### config.mk
export PLATFORM = sky130hd
export DESIGN_NAME = jtag_shift_engine
export DESIGN_NICKNAME = d
export VERILOG_FILES = /design/src/rtl/jtag_shift_engine.sv
export SDC_FILE = /design/constraint.sdc
export NUM_CORES = 1
export LEC_CHECK = 0
export CORE_ASPECT_RATIO = 1.5
export CORE_UTILIZATION = 52
export DETAILED_ROUTE_END_ITERATION = 8
export DONT_BUFFER_PORTS = 1
export PLACE_DENSITY = 0.67
export SYNTH_ARGS = -nofsm -noshare
export SYNTH_HDL_FRONTEND = slang
export SYNTH_SLANG_ARGS = --single-unit
### constraint.sdc
create_clock -name CLK -period 6.5 [get_ports CLK]
set_input_delay 1.625 -clock CLK [delete_from_list [all_inputs] [get_ports CLK]]
set_output_delay 1.625 -clock CLK [all_outputs]
set_load 0.02 [all_outputs]
### src/rtl/jtag_shift_engine.sv
// JTAG shift engine: clocks up to 8 TDI/TMS bits out on a generated TCK and
// captures TDO, with level-buffer enables, TRST/SRST drive and status reporting.
module jtag_shift_engine #(
  parameter int unsigned HALF = 4
) (
  input  logic       CLK,
  input  logic       RST_N,
  input  logic       CMD_VALID,
  output logic       CMD_READY,
  input  logic [7:0] CMD_TDI,
  input  logic [2:0] CMD_LEN,
  input  logic       CMD_TMS_LAST,
  input  logic       CMD_READ,
  output logic       RSP_VALID,
  input  logic       RSP_READY,
  output logic [7:0] RSP_TDO,
  input  logic       CTRL_WE,
  input  logic [2:0] CTRL_DATA,
  output logic [2:0] STAT,
  output logic       TCK_OUT,
  output logic       TMS_OUT,
  output logic       TDI_OUT,
  output logic       JTAG_OE_N,
  output logic       TRST_N_OE_N,
  output logic       TRST_N_OUT,
  output logic       SRST_N_OE_N,
  output logic       SRST_N_OUT,
  input  logic       TDO_IN,
  input  logic       SRST_N_IN,
  input  logic       VREF_N_IN
);

  typedef enum logic [1:0] {S_IDLE, S_LOW, S_HIGH, S_RESP} state_t;

  localparam logic [7:0] LP_HALF_M1 = 8'(HALF - 1);

  state_t     r_state, w_state_nxt;
  logic [7:0] r_cnt, w_cnt_nxt;
  logic [2:0] r_idx, w_idx_nxt;
  logic [7:0] r_tdi, w_tdi_nxt;
  logic [2:0] r_len, w_len_nxt;
  logic       r_tms_last, w_tms_last_nxt;
  logic       r_read, w_read_nxt;
  logic [7:0] r_cap, w_cap_nxt;
  logic       r_tck, w_tck_nxt;
  logic       r_tms, w_tms_nxt;
  logic       r_tdi_out, w_tdi_out_nxt;
  logic       r_oe_n, w_oe_n_nxt;
  logic       r_ready, w_ready_nxt;
  logic       r_rsp_valid, w_rsp_valid_nxt;
  logic [7:0] r_rsp_tdo, w_rsp_tdo_nxt;
  logic [2:0] r_ctrl, w_ctrl_nxt;
  logic       r_abort, w_abort_nxt;

  logic [1:0] r_tdo_s, r_srst_s, r_vref_s;
  logic       w_vref_ok, w_run_ok, w_accept;
  logic [2:0] w_idx_inc;

  always_ff @(posedge CLK) begin
    if (!RST_N) begin
      r_tdo_s  <= 2'b00;
      r_srst_s <= 2'b00;
      r_vref_s <= 2'b00;
    end else begin
      r_tdo_s  <= {r_tdo_s[0], TDO_IN};
      r_srst_s <= {r_srst_s[0], SRST_N_IN};
      r_vref_s <= {r_vref_s[0], VREF_N_IN};
    end
  end

  assign w_vref_ok = ~r_vref_s[1];
  assign w_run_ok  = r_ctrl[0] & w_vref_ok;
  assign w_accept  = CMD_VALID & r_ready;
  assign w_idx_inc = r_idx + 3'd1;

  always_comb begin
    w_state_nxt     = r_state;
    w_cnt_nxt       = r_cnt;
    w_idx_nxt       = r_idx;
    w_tdi_nxt       = r_tdi;
    w_len_nxt       = r_len;
    w_tms_last_nxt  = r_tms_last;
    w_read_nxt      = r_read;
    w_cap_nxt       = r_cap;
    w_tck_nxt       = r_tck;
    w_tms_nxt       = r_tms;
    w_tdi_out_nxt   = r_tdi_out;
    w_rsp_valid_nxt = r_rsp_valid;
    w_rsp_tdo_nxt   = r_rsp_tdo;
    w_ctrl_nxt      = CTRL_WE ? CTRL_DATA : r_ctrl;
    w_abort_nxt     = CTRL_WE ? 1'b0 : r_abort;
    w_oe_n_nxt      = ~w_run_ok;
    // Ready lags entry into IDLE by one cycle and drops on the accepting edge
    w_ready_nxt     = (r_state == S_IDLE) && !r_rsp_valid && !w_accept;

    case (r_state)
      S_IDLE: begin
        if (w_accept) begin
          w_tdi_nxt      = CMD_TDI;
          w_len_nxt      = CMD_LEN;
          w_tms_last_nxt = CMD_TMS_LAST;
          w_read_nxt     = CMD_READ;
          w_idx_nxt      = 3'd0;
          w_cap_nxt      = 8'h00;
          w_cnt_nxt      = 8'h00;
          if (w_run_ok) begin
            w_state_nxt   = S_LOW;
            w_tck_nxt     = 1'b0;
            w_tdi_out_nxt = CMD_TDI[0];
            w_tms_nxt     = CMD_TMS_LAST & (CMD_LEN == 3'd0);
          end else begin
            w_abort_nxt = 1'b1;
          end
        end
      end
      S_LOW: begin
        if (!w_run_ok) begin
          w_state_nxt = S_IDLE;
          w_tck_nxt   = 1'b0;
          w_abort_nxt = 1'b1;
        end else if (r_cnt == LP_HALF_M1) begin
          w_state_nxt      = S_HIGH;
          w_cnt_nxt        = 8'h00;
          w_tck_nxt        = 1'b1;
          w_cap_nxt[r_idx] = r_tdo_s[1];
        end else begin
          w_cnt_nxt = r_cnt + 8'd1;
        end
      end
      S_HIGH: begin
        if (!w_run_ok) begin
          w_state_nxt = S_IDLE;
          w_tck_nxt   = 1'b0;
          w_abort_nxt = 1'b1;
        end else if (r_cnt == LP_HALF_M1) begin
          w_cnt_nxt = 8'h00;
          w_tck_nxt = 1'b0;
          if (r_idx < r_len) begin
            w_idx_nxt     = w_idx_inc;
            w_state_nxt   = S_LOW;
            w_tdi_out_nxt = r_tdi[w_idx_inc];
            w_tms_nxt     = r_tms_last & (w_idx_inc == r_len);
          end else if (r_read) begin
            w_state_nxt     = S_RESP;
            w_rsp_valid_nxt = 1'b1;
            w_rsp_tdo_nxt   = r_cap;
          end else begin
            w_state_nxt = S_IDLE;
          end
        end else begin
          w_cnt_nxt = r_cnt + 8'd1;
        end
      end
      S_RESP: begin
        if (RSP_READY) begin
          w_rsp_valid_nxt = 1'b0;
          w_state_nxt     = S_IDLE;
        end
      end
      default: w_state_nxt = S_IDLE;
    endcase
  end

  always_ff @(posedge CLK) begin
    if (!RST_N) begin
      r_state     <= S_IDLE;
      r_cnt       <= 8'h00;
      r_idx       <= 3'd0;
      r_tdi       <= 8'h00;
      r_len       <= 3'd0;
      r_tms_last  <= 1'b0;
      r_read      <= 1'b0;
      r_cap       <= 8'h00;
      r_tck       <= 1'b0;
      r_tms       <= 1'b1;
      r_tdi_out   <= 1'b0;
      r_oe_n      <= 1'b1;
      r_ready     <= 1'b0;
      r_rsp_valid <= 1'b0;
      r_rsp_tdo   <= 8'h00;
      r_ctrl      <= 3'b000;
      r_abort     <= 1'b0;
    end else begin
      r_state     <= w_state_nxt;
      r_cnt       <= w_cnt_nxt;
      r_idx       <= w_idx_nxt;
      r_tdi       <= w_tdi_nxt;
      r_len       <= w_len_nxt;
      r_tms_last  <= w_tms_last_nxt;
      r_read      <= w_read_nxt;
      r_cap       <= w_cap_nxt;
      r_tck       <= w_tck_nxt;
      r_tms       <= w_tms_nxt;
      r_tdi_out   <= w_tdi_out_nxt;
      r_oe_n      <= w_oe_n_nxt;
      r_ready     <= w_ready_nxt;
      r_rsp_valid <= w_rsp_valid_nxt;
      r_rsp_tdo   <= w_rsp_tdo_nxt;
      r_ctrl      <= w_ctrl_nxt;
      r_abort     <= w_abort_nxt;
    end
  end

  // TRST/SRST are open-drain: drive low when asserted, otherwise release high
  assign TRST_N_OE_N = ~r_ctrl[1];
  assign TRST_N_OUT  = ~r_ctrl[1];
  assign SRST_N_OE_N = ~r_ctrl[2];
  assign SRST_N_OUT  = ~r_ctrl[2];

  assign CMD_READY = r_ready;
  assign RSP_VALID = r_rsp_valid;
  assign RSP_TDO   = r_rsp_tdo;
  assign STAT      = {r_abort, ~r_srst_s[1], w_vref_ok};
  assign TCK_OUT   = r_tck;
  assign TMS_OUT   = r_tms;
  assign TDI_OUT   = r_tdi_out;
  assign JTAG_OE_N = r_oe_n;

endmodule

==> summary.md, run 1 <==
| Metric | Value |
|---|---|
| Status | `completed` |
| Clock transition at path regs | `roughly 60 ps` |
| Yosys synthesis warning count | `0` |
| Post-CTS Setup Repair Bufs | `0` |
| Max Cap Viol | `0` |
| Final hold vios | `0` |
| Slew @ Worst Pin | `around 640 ps` |
| Netlist cell types | `between 40 and 50` |
| Synth top cells by count | `58 x dfxtp_1, 43 x nand2_1, 27 x nor2_1, 23 x a21oi_1, 16 x mux2i_1` |
| Die H | `about 90 microns` |
| Slew margin rel. | `0.5755` |
| Worst Path Arrival | `slightly below 3000 ps` |
| Cell-internal power | `about 0.00056 W` |
| Power per Cell Area | `roughly 270 nW/um^2` |
| Min-delay worst type | `flip-flop to flip-flop` |
| Root Buffer | `clkbuf_8` |
| Flops & latches, synth | `58` |
| Setup CP Type | `input pin to flip-flop` |
| DIE WIDTH | `~60 microns` |
| CTS tree | `done` |
| DRC viols | `0` |
| Seq/Total Area, Yosys | `0.4384` |
| Final setup fails | `0` |
| Combinational power share | `0.113` |
| Post-synth EDFFs | `0` |
| CP max FO | `14` |
| GRT Util Overall | `0.2242` |
| # nets final | `approximately 330` |
| Clock latency on the worst-skew pair | `between 300 and 400 ps` |
| Die footprint | `around 5400 sq um` |
| GP Congestion | `0.7997` |
| Final period util | `0.4117` |
| Io pins | `45` |
| First-pass GRT wire length | `about 8.9 mm` |
| Yosys top cell area share | `0.4384` |
| CTS sink cnt | `58` |
| Number of antenna-violating nets in the routed design | `0` |
| H-tree depth | `3` |
| Drt pass-1 iters | `4` |
| Post-CTS Hold Buffers | `0` |
| Top cell type by total area after synthesis | `dfxtp_1` |
| Minimum clock period | `2676 ps` |
| TritonCTS buffer count | `9` |
| CP Capture Type | `flip-flop` |
| Vias | `between 2000 and 2500` |
| Placement Setup Slack | `roughly 3500 ps` |
| Worst hold path depth | `1` |
| Worst VDD drop | `between 0.1 and 0.15 mV` |
| Reg power frac | `0.508` |
| FMAX | `about 370 MHz` |
| Slew Viols, Final | `0` |
| Top-count cell post-synth | `dfxtp_1` |
| P&R area growth vs syn | `7.133%` |
| Vias in the first global route | `between 1500 and 2000` |
| Iteration-0 DRC Markers | `between 70 and 80` |
| Syn nets | `332` |
| Setup Skew | `around 7.7 ps` |
| Initial antenna violation count | `0` |
| Psw | `a little over 0.0002 W` |
| Unrepaired setup endpoints after global routing | `no` |
| CP startpoint kind | `input pin` |
| Port Buf Inserts | `0` |
| Clock tree buffer depth | `2` |
| Post-DR vias/cell | `approximately 5.5` |
| Gr ovfl total | `0` |
| Top cells by area, synth | `dfxtp_1 44%, nand2_1 6.1%, mux2i_1 6.0%` |
| Syn Inst Count | `around 300` |
| Switch share | `0.2689` |
| Async SR Flop Fraction | `0` |
| Site Rows | `31` |
| Clock power frac | `0.378` |
| Required time of the worst setup path | `~6800 ps` |
| Post-Route Setup TNS | `0 ps` |
| HPWL after DPL | `approximately 3.8 mm` |
| Diode count | `0` |
| Wirelength per Cell | `~15 microns` |
| R2R depth | `6` |
| Most used DFF post-synth | `dfxtp_1` |
| Syn Area/Cell | `around 8.9 sq um` |
| Layout cells sized above 1 | `0.08667` |
| Worst Setup Slack, final | `around 3800 ps` |
| Leak Pwr | `1.102 nW` |
| Effective utilization at floorplan | `0.5463` |
| Drt total wl | `around 5.4 mm` |
| Post_cts resized | `0` |
| Netlist area before placement | `approximately 2600 sq um` |
| Largest net degree at the start of global routing | `35` |
| Core ar. | `4848 sq um` |
==> power by group through the flow <==
stage | clock network (W) | logic [W] | registers [W]
floorplan | 0 | 0.0000745 | 0.000390
global route | 0.000309 | 0.0000969 | 0.000389
finish | 0.000288 | 0.0000862 | 0.000387
detailed placement | 0 | 0.0000861 | 0.000395
global placement | 0 | 0.0000849 | 0.000394
CTS | 0.000293 | 0.0000865 | 0.000387
==> cell families after synthesis <==
logic type | after synthesis | synth area share
flops | 58 | 0.4384
compound gates | 61 | 0.1516
mux | 18 | 0.07747
xor+xnor | 10 | 0.03306
buf+inv | 31 | 0.04960
fa+ha+maj | 9 | 0.04251
simple gates | 112 | 0.2074
==> cell usage in the layout (no fill, tap or decap), types with 2 or more instances in the layout <==
cell	synthesis	routed
dfxtp_1	58	58
nand2_1	43	43
nor2_1	27	27
a21oi_1	23	23
mux2i_1	16	16
inv_1	15	15
o21ai_0	12	12
clkbuf_8	0	11
ha_1	9	9
nand4_1	8	8
xor2_1	6	6
and2_1	6	6
xnor2_1	4	4
a31oi_1	4	4
nor3_1	4	4
o211ai_1	4	4
nand2b_1	3	3
o31ai_1	3	3
and3_1	3	3
nand3_1	3	3
a32o_1	3	3
clkinv_2	0	3
o21a_1	2	2
nand3b_1	2	2
nor2b_1	2	2
a211oi_1	2	2
or2_2	2	2
mux4_2	2	2
==> state kept, by name, indices dropped and copies added (netlist names) <==
register    count
r_len           3
r_read          1
r_ctrl          3
CMD_READY       1
r_vref_s        2
r_idx           3
r_cap           8
RSP_VALID       1
TMS_OUT         1
r_state         2
RSP_TDO         8
TCK_OUT         1
r_cnt           8
r_tdo_s         2
r_tdi           8
TDI_OUT         1
r_abort         1
r_tms_last      1
JTAG_OE_N       1
r_srst_s        2
==> layout make-up <==
cell class	instances	area, sq um
Inverter	16	60.06
Timing Repair Buffer	1	7.507
Clock inverter	3	15.01
Multi-Input combinational cell	210	1356
Sequential cell	58	1161
Fill cell	476	2011
Clock buffer	12	155.1
Tap cell	66	82.58
==> per-layer routing <==
| metal | wire (microns) | vias to the layer above | GRT usage |
|---|---|---|---|
| met5 | 0 | - | 0 |
| met3 | 234 | 12 | 0.06512 |
| li1 | - | 1034 | - |
| met2 | 2599 | 42 | 0.3656 |
| met1 | 2390 | 942 | 0.2588 |
| met4 | 137 | 0 | 0.1226 |
==> path summary, 6_finish.rpt <==
path,from,endpoint,slack (ps)
setup reg to reg,r_cnt[0]$_SDFFE_PN0P_,RSP_TDO[6]$_SDFFE_PN0P_,4070
hold reg to reg,r_srst_s[0]$_SDFF_PN0_,r_srst_s[1]$_SDFF_PN0_,430
hold / removal,r_srst_s[0]$_SDFF_PN0_,r_srst_s[1]$_SDFF_PN0_,430
setup / recovery,CMD_VALID,r_cap[3]$_SDFFE_PN0P_,3820
==> stage by stage <==
stage / instance area, sq um / total power [W] / utilization / cells / hold WS [ps]
2_1_floorplan: 2649 / 0.0004643 / - / 299 / 411.9
3_3_place_gp: 2668 / 0.0004789 / 0.5502 / 351 / 414.7
3_5_place_dp: 2668 / 0.0004809 / 0.5502 / 351 / 421.1
4_1_cts: 2838 / 0.0007667 / 0.5853 / 366 / 435.1
5_1_grt: 2838 / 0.0007949 / 0.5853 / 366 / 445.0
6_report: 2838 / 0.0007606 / 0.5853 / 366 / 433.5
==> critical path, cell delays in order <==
cell	delay, ps
and3_1	330
a21oi_1	600
nand2_1	130
a31oi_1	160
a31o_2	110
Power figures use the tool's default switching activity.
==> inputs of run 2 (changes only) <==
--- a/config.mk
+++ b/config.mk
@@ -5,6 +5,7 @@
 export SDC_FILE = /design/constraint.sdc
 export NUM_CORES = 1
 export LEC_CHECK = 0
+export ABC_AREA = 1
 export CORE_ASPECT_RATIO = 1.5
 export CORE_UTILIZATION = 52
 export DETAILED_ROUTE_END_ITERATION = 8
==> constraint.sdc (replaced) <==
create_clock -name CLK -period 2.75 [get_ports CLK]
set_input_delay 0.6875 -clock CLK [delete_from_list [all_inputs] [get_ports CLK]]
set_output_delay 0.6875 -clock CLK [all_outputs]
set_load 0.02 [all_outputs]
==> run 2 against run 1 <==
  * Global-route usage down 0.18 points
  * Synthesized cell count rose by 37%
  * Worst hold slack worse by 19 ps
  * Clock skew increased by 3.2 ps
  * Setup slack lost 3100 ps
  * Core utilization shrank 0.13 points
  * Clock-buffer cell count is 3 lower
  * Critical endpoint is now RSP_TDO[4]$_SDFFE_PN0P_
==> summary.md, run 2 <==
| Metric | Value |
|---|---|
| Post-CTS Setup Repair Bufs | `0` |
| Largest net degree at the start of global routing | `42` |
| Worst Path Buf+Inv | `2` |
| Effective utilization at floorplan | `0.5494` |
| R2r setup slk | `roughly 750 ps` |
| Drt total wl | `between 5 and 6 mm` |
| Drt pass-1 iters | `6` |
| Synthesized-area fraction occupied by adder cells | `0.03908` |
| CP max FO | `16` |
| First-pass GRT wire length | `around 9.8 mm` |
| # nets final | `around 440` |
| Worst VDD drop | `0.3658 mV` |
| Io pins | `between 40 and 50` |
| Die footprint | `5849 sq um` |
| Core ar. | `about 5200 sq um` |
| Initial antenna violation count | `0` |
| Worst path cell trace | `inv_2 -> ha_1 -> inv_1 -> nand3_1 -> nand2_1 -> nand4_2 -> o21ai_0 -> a21oi_1` |
| Synth Area in XOR/XNOR | `0.01216` |
| Final core utilization | `0.5840` |
| Post-CTS Hold Buffers | `0` |
| Post-Route Setup TNS | `0 ps` |
| Root Buffer | `clkbuf_8` |
| Most frequent cells in the layout | `85 x nand2_1, 65 x inv_1, 58 x dfxtp_1` |
| Final period util | `0.7275` |
| Seq/Total Area, Yosys | `0.4030` |
| Slew Viols, Final | `0` |
| Post_cts resized | `0` |
| Most used DFF post-synth | `dfxtp_1` |
| Leak Pwr | `about 1.3 nW` |
| Top cell type by total area after synthesis | `dfxtp_1` |
| Syn Inst Count | `about 410` |
| Minimum clock period | `2001 ps` |
| Gr ovfl total | `0` |
| Netlist cell types | `27` |
| Worst Path Arrival | `2230 ps` |
| Most common cell after layout, fill and taps aside | `nand2_1` |
| CP Capture Type | `flip-flop` |
| Number of antenna-violating nets in the routed design | `0` |
| Largest stage delay on the critical path | `530 ps` |
| Slowest-stage cell, CP | `dfxtp_1` |
| Netlist area before placement | `about 2900 sq um` |
| Yosys top cell area share | `0.4030` |
| Slew margin rel. | `0.6542` |
| Vias in the first global route | `around 2200` |
| Synth Area in Compound Gates | `0.1342` |
| DRC viols | `0` |
| HPWL after DPL | `between 4 and 5 mm` |
| Largest family of logic cells by synthesized area | `simple AND/OR/NAND/NOR gates` |
| Die H | `~93 microns` |
| Async SR Flop Fraction | `0` |
| Wirelength per Cell | `12.52 microns` |
| Iteration-0 DRC Markers | `162` |
| Syn nets | `approximately 440` |
| Top-count cell post-synth | `nand2_1` |
| Diode count | `0` |
| Site Rows | `32` |
| Setup CP Type | `flip-flop to flip-flop` |
| Required time of the worst setup path | `slightly below 3000 ps` |
| Flops & latches, synth | `58` |
| CP startpoint kind | `flip-flop` |
| CTS tree | `done` |
| H-tree depth | `3` |
| FMAX | `around 500 MHz` |
| Post-DR vias/cell | `5.151` |
| P&R area growth vs syn | `6.296%` |
| Max Cap Viol | `0` |
| Post-synth EDFFs | `0` |
| Syn Area/Cell | `just over 7 sq um` |
| Final hold vios | `0` |
| Slew @ Worst Pin | `518.7 ps` |
| Layout cells sized above 1 | `0.09559` |
| GRT Util Overall | `0.2224` |
| Mux contribution to synthesized area | `0.003474` |
| Status | `completed` |
| GP Congestion | `0.8635` |
| Final setup fails | `0` |
| Min-delay worst type | `flip-flop to flip-flop` |
| Power per Cell Area | `roughly 700 nW/um^2` |
| Setup Skew | `~11 ps` |
| TritonCTS buffer count | `9` |
| Yosys synthesis warning count | `0` |
| Cell family with most CP delay | `simple AND/OR/NAND/NOR gates` |
| Clock transition at path regs | `approximately 70 ps` |
| Clock tree buffer depth | `2` |
| Port Buf Inserts | `0` |
| Clock latency on the worst-skew pair | `between 300 and 400 ps` |
| Unrepaired setup endpoints after global routing | `no` |
| Fillers | `530` |
| DIE WIDTH | `between 60 and 70 microns` |
| Top cells by area, synth | `dfxtp_1 40%, nand2_1 11%, inv_1 8.5%` |
| Simple-gate share of the synthesized area | `0.2792` |
| Vias | `2452` |
| Synth top cells by count | `85 x nand2_1, 65 x inv_1, 58 x dfxtp_1, 46 x a21oi_1, 32 x nand3_1` |
| CTS sink cnt | `58` |
-- run 2: final timing paths --
kind | startpoint | to | depth (start not counted)
min | r_srst_s[0]$_SDFF_PN0_ | r_srst_s[1]$_SDFF_PN0_ | 2
max reg2reg | r_idx[0]$_SDFFE_PN0P_ | RSP_TDO[4]$_SDFFE_PN0P_ | 8
min reg2reg | r_srst_s[0]$_SDFF_PN0_ | r_srst_s[1]$_SDFF_PN0_ | 2
max | r_idx[0]$_SDFFE_PN0P_ | RSP_TDO[4]$_SDFFE_PN0P_ | 8
-- run 2: cells by family (layout without fill, tap and decap cells) --
group / Yosys count / after routing
DFF: 58 / 58
xor gates and xnor gates: 4 / 4
buffers and inverters: 89 / 88
muxes: 1 / 1
AOI/OAI and AO/OA: 75 / 75
adders and majority gates: 9 / 9
and+or+nand+nor: 173 / 173
-- run 2: final cells by class --
| cell class | instances | area (sq um) | share of cell area |
|---|---|---|---|
| Inverter | 71 | 266.5 | 0.08701 |
| Clock buffer | 9 | 123.9 | 0.04044 |
| Timing Repair Buffer | 1 | 7.507 | 0.002451 |
| Clock inverter | 7 | 70.07 | 0.02288 |
| Multi-Input combinational cell | 262 | 1349 | 0.4404 |
| Sequential cell | 58 | 1161 | 0.3791 |
| Tap cell | 68 | 85.08 | 0.02778 |
-- run 2: report_power, final --
part | internal (W) | total [W] | switching, W
clock network | 0.000415 | 0.000768 | 0.000353
logic | 0.000141 | 0.000419 | 0.000278
registers | 0.000896 | 0.000956 | 0.0000596
-- run 2: metal layers --
layer | global-route usage | routed length, microns | up-vias
li1 | - | - | 1296
met1 | 0.2132 | 2397 | 1093
met2 | 0.4094 | 3144 | 48
met3 | 0.07439 | 220 | 15
met4 | 0.1260 | 199 | 0
met5 | 0 | 0 | -
-- run 2: metrics by stage --
stage                     cells  hold WS [ps]  power (W)  area [sq um]  setup WS [ps]
after floorplan             409         390.5   0.001335          2882           1169
after global placement      460         392.3   0.001387          2869          847.8
after detailed placement    460         399.2   0.001394          2869          766.7
after CTS                   476         402.0   0.002164          3063          755.0
after global routing        476         413.3   0.002267          3063          492.6
final                       476         414.8   0.002143          3063          749.3
-- run 2: tightest hold or removal path: stages, from the launching register on --
cell     delay, ps
dfxtp_1        310
nand2_1         50
inv_1           40
==> inputs of run 3 (changes only) <==
--- a/config.mk
+++ b/config.mk
@@ -5,7 +5,7 @@
 export SDC_FILE = /design/constraint.sdc
 export NUM_CORES = 1
 export LEC_CHECK = 0
-export ABC_AREA = 1
+export ABC_AREA = 0
 export CORE_ASPECT_RATIO = 1.5
 export CORE_UTILIZATION = 52
 export DETAILED_ROUTE_END_ITERATION = 8
==> constraint.sdc (replaced) <==
create_clock -name CLK -period 1.9 [get_ports CLK]
set_input_delay 0.475 -clock CLK [delete_from_list [all_inputs] [get_ports CLK]]
set_output_delay 0.475 -clock CLK [all_outputs]
set_load 0.02 [all_outputs]
==> run 3 against run 2 <==
  * The flow now finishes with violations (setup timing)
  * Core utilization rose by 9.3 points
  * Total power increased by 35%
  * Clock-buffer cell count up 5
  * Worst hold slack worse by 200 ps
  * Die area shrank 7.9%
  * Maximum frequency fell by 3.6%
  * Flip-flop and latch count stayed put
  * Via count down 9.1%
  * Non-clock buffer count is 38 higher
  * First-iteration DRC count down 46%
  * Global-route usage is 2.0 points higher
==> summary.md, run 3 (synthesis gave the netlist of run 1 again) <==
| Metric | Value |
|---|---|
| Status | `complete, but fails checks` |
| Violated checks | `setup timing` |
| Root Buffer | `clkbuf_8` |
| DRC viols | `0` |
| Clock tree buffer depth | `2` |
| R2R depth | `6` |
| R2r setup slk | `-180 ps` |
| P&R area growth vs syn | `23.90%` |
| Initial antenna violation count | `0` |
| Most frequent cells in the layout | `56 x dfxtp_1, 43 x nand2_1, 37 x buf_4` |
| Leak Pwr | `around 1.3 nW` |
| Slew margin rel. | `0.6694` |
| Clock transition at path regs | `~60 ps` |
| Required time of the worst setup path | `about 2200 ps` |
| GP Congestion | `approximately 0.84` |
| Final period util | `1.093` |
| Number of antenna-violating nets in the routed design | `0` |
| Power per Cell Area | `roughly 900 nW/um^2` |
| Most common cell after layout, fill and taps aside | `dfxtp_1` |
| Worst hold path depth | `1` |
| Hold Path End | `TMS_OUT$_SDFFE_PN1P_` |
| HPWL after DPL | `~4.2 mm` |
| Post-Route Setup TNS | `-1921 ps` |
| Drt total wl | `~5.9 mm` |
| Largest net degree at the start of global routing | `19` |
| Wirelength per Cell | `14.68 microns` |
| Slew Viols, Final | `0` |
| Worst Setup Slack, final | `-176.1 ps` |
| Max Cap Viol | `0` |
| Setup CP Type | `flip-flop to flip-flop` |
| Setup Skew | `between 9 and 10 ps` |
| Reg-to-reg startpoint | `r_cnt[1]$_SDFFE_PN0P_` |
| Clock latency on the worst-skew pair | `340 ps` |
| Slew @ Worst Pin | `approximately 500 ps` |
| Drt pass-1 iters | `4` |
| Vias | `about 2200` |
| GRT Util Overall | `0.2419` |
| First-pass GRT wire length | `approximately 9.5 mm` |
| Port Buf Inserts | `0` |
| Vias in the first global route | `2095` |
| Post-CTS Hold Buffers | `0` |
| Fillers | `around 400` |
| TritonCTS buffer count | `9` |
| Placed insts | `between 300 and 400` |
| Core ar. | `4848 sq um` |
| Post-DR vias/cell | `around 5.5` |
| CP max FO | `3` |
| Min-delay worst type | `input pin to flip-flop` |
| Iteration-0 DRC Markers | `approximately 90` |
| Minimum clock period | `around 2100 ps` |
| H-tree depth | `3` |
| Effective utilization at floorplan | `0.5463` |
| CTS tree | `done` |
| # nets final | `between 300 and 400` |
| Io pins | `45` |
| Worst Path Arrival | `2330 ps` |
| Gr ovfl total | `0` |
| FMAX | `roughly 480 MHz` |
| CP startpoint kind | `flip-flop` |
| Unrepaired setup endpoints after global routing | `yes` |
| CTS sink cnt | `just under 60` |
| Fin cells | `405` |
| Site Rows | `31` |
| DIE WIDTH | `roughly 60 microns` |
| Final hold vios | `0` |
| Die footprint | `between 5000 and 6000 sq um` |
| Reg-to-reg endpoint | `r_state[1]$_SDFFE_PN0P_` |
| Hold path start | `RST_N` |
| CP Capture Type | `flip-flop` |
| Final setup fails | `23` |
| Die H | `just under 90 microns` |
| Diode count | `0` |
| Layout cells sized above 1 | `0.2360` |
| Worst VDD drop | `roughly 0.58 mV` |
[run 3: cell count changes in the layout (fill, tap and decap cells not counted), moves of 6 or more]
cell     before  now
mux2i_1       1   16
a21oi_1      46   23
and2_1        0    6
nor2_1       21   27
inv_1        65   15
nand2_1      85   43
nand2_2       6    0
buf_4         1   37
nand3_1      32    1
o21ai_0      17    2
o21ai_1      10    4
[run 3: repair_timing]
item	CTS	global route
pin swaps	17	8
buffers inserted	2	4
gates resized for setup	23	10
setup endpoints to repair	30	33
hold endpoints to repair	0	0
[run 3: routing by layer]
metal,vias to the layer above,track usage,routed length (microns)
met2,54,0.4066,3031
met5,-,0,0
met1,1050,0.2684,2444
li1,1111,-,-
met4,0,0.1247,148
met3,14,0.07525,319
[run 3: how the worst max path moves through the flow]
stage,from,endpoint,slack [ps],cells after the start
floorplan,r_cnt[1]$_SDFFE_PN0P_,r_state[1]$_SDFFE_PN0P_,-180,6
global placement,r_cnt[1]$_SDFFE_PN0P_,r_state[1]$_SDFFE_PN0P_,-140,6
detailed placement,r_cnt[1]$_SDFFE_PN0P_,r_state[1]$_SDFFE_PN0P_,-190,6
CTS,r_cnt[1]$_SDFFE_PN0P_,r_state[1]$_SDFFE_PN0P_,-190,6
global route,r_cnt[1]$_SDFFE_PN0P_,r_state[1]$_SDFFE_PN0P_,-230,6
finish,r_cnt[1]$_SDFFE_PN0P_,r_state[1]$_SDFFE_PN0P_,-180,6
[run 3: where the power goes]
group / internal, W / switching (W) / leakage (nW)
Sequential: 0.00127 / 0.0000476 / 0.472
Combinational: 0.000188 / 0.000249 / 0.747
Clock: 0.000677 / 0.000458 / 0.101
Total: 0.00213 / 0.000755 / 1.32
[run 3: final cells by class]
cell class              count  area [sq um]  area share
clock inverters             2         35.03     0.01067
multi-input cells         210          1478      0.4502
clock buffers              14         162.7     0.04956
well taps                  66         82.58     0.02516
flip-flops and latches     58          1164      0.3546
inverters                  16         60.06     0.01830
repair buffers             39         300.3     0.09150
[run 3: worst max-delay path, stage by stage (launching register included)]
cell,delay (ps)
dfxtp_2,350
ha_4,140
or4b_4,460
or2_4,280
a221oi_4,240
or4b_1,450
o31ai_1,70
[run 3: metrics by stage]
stage                     setup WS (ps)  area, sq um    util  hold WS [ps]  power [W]
after global placement           -140.6         2939  0.6062         414.2   0.001713
after detailed placement         -193.0         2939  0.6062         419.0   0.001721
after global routing             -225.5         3282  0.6769         211.7   0.003012
final                            -176.1         3282  0.6769         216.3   0.002889
after CTS                        -185.3         3204  0.6609         203.3   0.002879
after floorplan                  -182.9         2673       -         411.9   0.001595
